**config.mk**
```make
export PLATFORM = sky130hd
export DESIGN_NAME = dmem_port_arbiter
export DESIGN_NICKNAME = d
export VERILOG_FILES = /design/src/rtl/dmem_port_arbiter_pkg.sv /design/src/rtl/dmem_port_arbiter_rr_pick.sv /design/src/rtl/dmem_port_arbiter.sv
export SDC_FILE = /design/constraint.sdc
export NUM_CORES = 1
export LEC_CHECK = 0
export BUFFER_PORTS_ARGS = -buffer_cell sky130_fd_sc_hd__buf_4
export CAP_MARGIN = 10
export CORE_AREA = 2 2 115 117
export CTS_BUF_LIST = sky130_fd_sc_hd__clkbuf_8 sky130_fd_sc_hd__clkbuf_16
export DETAILED_ROUTE_END_ITERATION = 8
export DIE_AREA = 0 0 117 119
export GPL_TIMING_DRIVEN = 1
export PLACE_DENSITY_LB_ADDON = 0.1
export SLEW_MARGIN = 20
export SYNTH_ARGS = -nofsm -noshare
export SYNTH_HDL_FRONTEND = slang
export SYNTH_HIERARCHICAL = 1
export SYNTH_SLANG_ARGS = --single-unit
```
**constraint.sdc**
```tcl
create_clock -name clk -period 5.05 [get_ports clk]
set_clock_uncertainty 0.15 [all_clocks]
set_input_delay 1.01 -clock clk [delete_from_list [all_inputs] [get_ports clk]]
set_output_delay 1.01 -clock clk [all_outputs]
set_load 0.01 [all_outputs]
```
**src/rtl/dmem_port_arbiter_pkg.sv**
```systemverilog
// Shared definitions for data-memory port clients: master ids, burst counter
// width and the byte-address legality check.
package dmem_port_arbiter_pkg;

    localparam logic ARB_M0 = 1'b0;
    localparam logic ARB_M1 = 1'b1;

    // Wide enough for MAX_BURST up to 15.
    localparam int unsigned BURST_W = 4;

    // 33-bit window compare so a window ending at 2^32 does not wrap.
    function automatic logic addr_bad(input logic [31:0] addr,
                                      input logic [32:0] lo,
                                      input logic [32:0] hi);
        return (addr[1:0] != 2'b00) || ({1'b0, addr} < lo) || ({1'b0, addr} >= hi);
    endfunction

endpackage

```
**src/rtl/dmem_port_arbiter_rr_pick.sv**
```systemverilog
// Two-way round-robin picker: a lone requester always wins; on a tie the
// owner keeps the port until its burst is full, then the turn passes.
module dmem_rr_pick
    import dmem_port_arbiter_pkg::*;
(
    input  logic [1:0] req_i,
    input  logic       last_owner_i,
    input  logic       burst_full_i,
    output logic [1:0] gnt_o
);

    logic winner;

    always_comb begin
        gnt_o  = '0;
        winner = burst_full_i ? ~last_owner_i : last_owner_i;
        unique case (req_i)
            2'b01:   gnt_o = 2'b01;
            2'b10:   gnt_o = 2'b10;
            2'b11:   gnt_o = (winner == ARB_M1) ? 2'b10 : 2'b01;
            default: gnt_o = '0;
        endcase
    end

endmodule

```
**src/rtl/dmem_port_arbiter.sv**
```systemverilog
// Shares the data-memory read/write port between the load/store unit (M0)
// and the loader/debug DMA (M1), with range checking and registered returns.
module dmem_port_arbiter
    import dmem_port_arbiter_pkg::*;
#(
    parameter int unsigned DEPTH     = 1024,
    parameter logic [31:0] OFFSET    = '0,
    parameter int unsigned MAX_BURST = 4
) (
    input  logic        clk,
    input  logic        reset_n,
    input  logic        m0_req,
    input  logic        m0_we,
    input  logic [31:0] m0_addr,
    input  logic [31:0] m0_wdata,
    output logic        m0_gnt,
    output logic        m0_rvalid,
    output logic [31:0] m0_rdata,
    output logic        m0_err,
    input  logic        m1_req,
    input  logic        m1_we,
    input  logic [31:0] m1_addr,
    input  logic [31:0] m1_wdata,
    output logic        m1_gnt,
    output logic        m1_rvalid,
    output logic [31:0] m1_rdata,
    output logic        m1_err,
    output logic [31:0] mem_address,
    output logic [31:0] mem_dataIn,
    output logic        mem_writeEnable,
    input  logic [31:0] mem_dataOut
);

    localparam logic [32:0]        ADDR_LO = {1'b0, OFFSET};
    localparam logic [32:0]        ADDR_HI = ADDR_LO + (33'(DEPTH) << 2);
    localparam logic [BURST_W-1:0] MAX_B   = BURST_W'(MAX_BURST);

    logic               last_owner_q, last_owner_d;
    logic               owner_vld_q, owner_vld_d;
    logic [BURST_W-1:0] burst_cnt_q, burst_cnt_d;
    logic [1:0]         rvalid_q, rvalid_d;
    logic [1:0]         err_q, err_d;
    logic [31:0]        rdata0_q, rdata0_d;
    logic [31:0]        rdata1_q, rdata1_d;

    logic [1:0]  pick_gnt, gnt;
    logic        owner_eff, accept, sel, sel_we, bad;
    logic [31:0] sel_addr, sel_wdata;

    // Until the first accept after reset nobody owns the port, so a tie goes
    // to the master opposite last_owner (M0), not to last_owner itself.
    assign owner_eff = owner_vld_q ? last_owner_q : ~last_owner_q;

    dmem_rr_pick u_pick (
        .req_i        ({m1_req, m0_req}),
        .last_owner_i (owner_eff),
        .burst_full_i (burst_cnt_q >= MAX_B),
        .gnt_o        (pick_gnt)
    );

    // No grant while reset is held, so nothing reaches the memory.
    assign gnt    = pick_gnt & {2{reset_n}};
    assign m0_gnt = gnt[0];
    assign m1_gnt = gnt[1];
    assign accept = |gnt;
    assign sel    = gnt[1] ? ARB_M1 : ARB_M0;

    assign sel_addr  = gnt[1] ? m1_addr  : m0_addr;
    assign sel_wdata = gnt[1] ? m1_wdata : m0_wdata;
    assign sel_we    = gnt[1] ? m1_we    : m0_we;
    assign bad       = addr_bad(sel_addr, ADDR_LO, ADDR_HI);

    assign mem_address     = sel_addr;
    assign mem_dataIn      = sel_wdata;
    assign mem_writeEnable = accept && sel_we && !bad;

    always_comb begin
        last_owner_d = last_owner_q;
        owner_vld_d  = owner_vld_q;
        burst_cnt_d  = '0;
        rvalid_d     = '0;
        err_d        = '0;
        rdata0_d     = '0;
        rdata1_d     = '0;
        if (accept) begin
            owner_vld_d  = 1'b1;
            last_owner_d = sel;
            if (sel == last_owner_q) begin
                burst_cnt_d = (burst_cnt_q >= MAX_B) ? MAX_B : burst_cnt_q + 1'b1;
            end else begin
                burst_cnt_d = BURST_W'(1);
            end
            rvalid_d[sel] = 1'b1;
            err_d[sel]    = bad;
            if (!sel_we && !bad) begin
                if (sel == ARB_M1) rdata1_d = mem_dataOut;
                else               rdata0_d = mem_dataOut;
            end
        end
    end

    always_ff @(posedge clk or negedge reset_n) begin
        if (!reset_n) begin
            last_owner_q <= ARB_M1;
            owner_vld_q  <= 1'b0;
            burst_cnt_q  <= '0;
            rvalid_q     <= '0;
            err_q        <= '0;
            rdata0_q     <= '0;
            rdata1_q     <= '0;
        end else begin
            last_owner_q <= last_owner_d;
            owner_vld_q  <= owner_vld_d;
            burst_cnt_q  <= burst_cnt_d;
            rvalid_q     <= rvalid_d;
            err_q        <= err_d;
            rdata0_q     <= rdata0_d;
            rdata1_q     <= rdata1_d;
        end
    end

    assign m0_rvalid = rvalid_q[0];
    assign m1_rvalid = rvalid_q[1];
    assign m0_err    = err_q[0];
    assign m1_err    = err_q[1];
    assign m0_rdata  = rdata0_q;
    assign m1_rdata  = rdata1_q;

endmodule
```
==> results.sh <==
export IMPL_dieArea_sq_um=13900
export IMPL_floorplan_rows=42
export IMPL_final_core_util=0.510
export IMPL_period_share=0.821
export IMPL_core_sq_um=12900
export IMPL_end_kind="output port"
export IMPL_pin_count=301
export IMPL_worst_r2r_path_depth=9
export IMPL_hold_buffers=0
export IMPL_fmax_mhz=241
export IMPL_r2r_end="err_q[0]$_DFF_PN0_"
export IMPL_crit_family="simple AND/OR/NAND/NOR gates"
export IMPL_drive_gt1_frac=0.487
export IMPL_antenna_found_initial=0
export IMPL_slew_violations=0
export IMPL_critical_path_cell_chain="xnor2_1 > xnor2_1 > a21oi_1 > nand2_2 > buf_4 > nand3_1 > and2_2 > buf_4 > nor3_1 > buf_4"
export IMPL_r2r_setup_slack_ps=2260
export IMPL_die_x_um=117
export IMPL_groute_usage_overall=0.215
export IMPL_post_route_drc_count=0
export IMPL_synthToLayoutAreaGrowth_pct=66.6
export IMPL_peakVddDrop_uv=149
export IMPL_use_met1=0.248
export IMPL_cts_buffer_depth=2
export IMPL_p_leak_nw=3.59
export IMPL_dr_pass1_iters=4
export IMPL_cap_violations=0
export IMPL_critPathArrivalTime_ps=2990
export IMPL_cp_max_fo=42
export IMPL_drtIter0Drc=251
export IMPL_grt_busiest_layer="met2"
export IMPL_drt_vias_per_instance=4.57
export IMPL_hpwl_mm=12.0
export IMPL_relSlewSlack=0.371
export IMPL_ys_ff_latch=74
export IMPL_worst_pin_slew_ps=943
export IMPL_finalWorstSetupSlack_ps=904
export IMPL_met2_usage=0.381
export IMPL_setup_worst_path_end="mem_writeEnable"
export IMPL_critPathMaxStageDelay_ps=540
export IMPL_fin_setup_tns_ps=0
export IMPL_grt_max_degree=101
export IMPL_crit_path_frequent_cell="buf_4"
export IMPL_avgSynthCellArea_sq_um=8.81
export IMPL_root_buffer="clkbuf_16"
export IMPL_ys_flop_type="dfrtp_1"
export IMPL_post_cts_buffers=0
export IMPL_cp_num_cells=10
export IMPL_gp_congestion=0.898
export IMPL_finalCriticalPeriod_ps=4150
export IMPL_synthArstFlopShare=1.00
export IMPL_routed_wl_mm=15.2
export IMPL_synth_edf_count=0
export IMPL_synth_cell_types=34
export IMPL_worst_path_buf_inv=3
export IMPL_outcome="finished clean"
export IMPL_io_buffers=300
export IMPL_crit_start="last_owner_q$_DFFE_PN1N_"
export IMPL_drtAntennaViolNets=0
export IMPL_required_ps=3890
export IMPL_avgRoutedWirePerCell_um=16.8
export IMPL_grt_pass1_wl_mm=22.7
export IMPL_syn_cell_area_sq_um=3950
export IMPL_fin_nets=897
export IMPL_start_kind="flop"
export IMPL_grt_ovfl_total=0
export IMPL_powerDensity_nw_per_um2=261
export IMPL_cts_repair_resized=0
export IMPL_setup_violations=0
export IMPL_die_h_um=119
export IMPL_rsz0062_at_grt="false"
export IMPL_cts_sinks=74
export IMPL_vias=4151
export IMPL_grt_pass1_vias=4173
export IMPL_place_ws_ps=1010
export IMPL_clock_latency_ps=330
export IMPL_path_clk_slew_ps=50
export IMPL_rr_startpoint="last_owner_q$_DFFE_PN1N_"
export IMPL_hp_class="flop to flop"
export IMPL_ys_seq_area_frac=0.470
export IMPL_cts_buffers=9
export IMPL_syn_instance_count=448
export IMPL_cp_slowest_cell="dfstp_2"
export IMPL_hold_viol=0
export IMPL_cts_tree="done"
export IMPL_path_class="flop to output port"
export IMPL_synthesis_nets=615
export IMPL_antenna_cells=0
export IMPL_ys_warnings_count=6
export IMPL_grt_use_met3=0.0672
export IMPL_htree_levels=3
export IMPL_start_util=0.307
export IMPL_fillers=1244
Yosys cell counts, types with 3 or more instances:
cell | n | area share
nor3_2 | 30 | 0.076
buf_6 | 9 | 0.026
nand3_1 | 3 | 0.0038
inv_1 | 5 | 0.0048
dfrtp_1 | 73 | 0.46
nor4_1 | 10 | 0.016
nand3b_1 | 32 | 0.061
and4b_1 | 32 | 0.081
nor2_1 | 4 | 0.0038
clkbuf_1 | 21 | 0.020
buf_2 | 4 | 0.0051
nor3_1 | 3 | 0.0038
nand2_1 | 196 | 0.19
final cells by class:
class,instances,area [sq um],area share
multi-input cells,331,1860,0.283
flip-flops and latches,74,1850,0.282
clock inverters,4,68.8,0.0105
clock buffers,10,239,0.0364
well taps,176,220,0.0335
repair buffers,308,2310,0.352
inverters,6,22.5,0.00343
where the power goes:
| part | internal, mW | switching [mW] |
|---|---|---|
| combinational | 0.218 | 0.227 |
| sequential | 0.605 | 0.00499 |
| clock | 0.437 | 0.222 |
worst min path at each step:
stage                                       start                 endpoint  slack [ps]  cells after the start
final                     owner_vld_q$_DFFE_PN0N_  owner_vld_q$_DFFE_PN0N_         360                      1
after global routing      owner_vld_q$_DFFE_PN0N_  owner_vld_q$_DFFE_PN0N_         380                      1
after CTS                 owner_vld_q$_DFFE_PN0N_  owner_vld_q$_DFFE_PN0N_         370                      1
after detailed placement  owner_vld_q$_DFFE_PN0N_  owner_vld_q$_DFFE_PN0N_         360                      1
after global placement    owner_vld_q$_DFFE_PN0N_  owner_vld_q$_DFFE_PN0N_         330                      1
after floorplan           owner_vld_q$_DFFE_PN0N_  owner_vld_q$_DFFE_PN0N_         310                      1
stage by stage:
step,power (mW),hold WS (ps),instances,cell area (sq um)
floorplan,0.799,311,448,3950
global placement,1.07,329,895,6260
detailed placement,1.07,356,895,6260
CTS,1.74,370,909,6570
global route,1.80,384,909,6570
finish,1.71,364,909,6570
metal layers:
metal,part of all wire,vias to the layer above
met1,0.39,1926
met2,0.52,167
met5,0,-
met4,0.013,0
li1,-,2046
met3,0.078,12
worst register-to-register path, cell delays in order (launching register included):
cell	delay [ps]
dfstp_2	540
xnor2_1	130
xnor2_1	180
a21oi_1	120
nand2_2	120
buf_4	380
nand3_1	190
and2_2	230
buf_4	280
o31a_1	360
cell usage in the layout (no fill, tap or decap), types with 2 or more instances in the layout:
master and n:
xnor2_1 2, nor3_2 30, buf_4 308, nor3_1 3, nand3b_1 32, bufinv_16 2
clkbuf_16 9, nor4_1 10, dfrtp_1 73, nand2_1 196, nor2_1 4, nand3_1 3
and4b_1 32, a21oi_1 2, inv_1 5, o21a_1 2
registers in the layout (all words and copies together) (netlist names):
register / flops
m1_rdata: 32
err_q: 2
owner_vld_q: 1
burst_cnt_q: 4
rvalid_q: 2
last_owner_q: 1
m0_rdata: 32
cells by family after synthesis:
family / after synthesis / share of synthesized area
fa+ha+maj: 1 / 0.00317
flops: 74 / 0.470
compound gates: 10 / 0.0187
buf+inv: 43 / 0.0602
xor+xnor: 2 / 0.00444
other cells: 1 / 0.000950
simple gates: 317 / 0.443
Power figures use the tool's default switching activity.
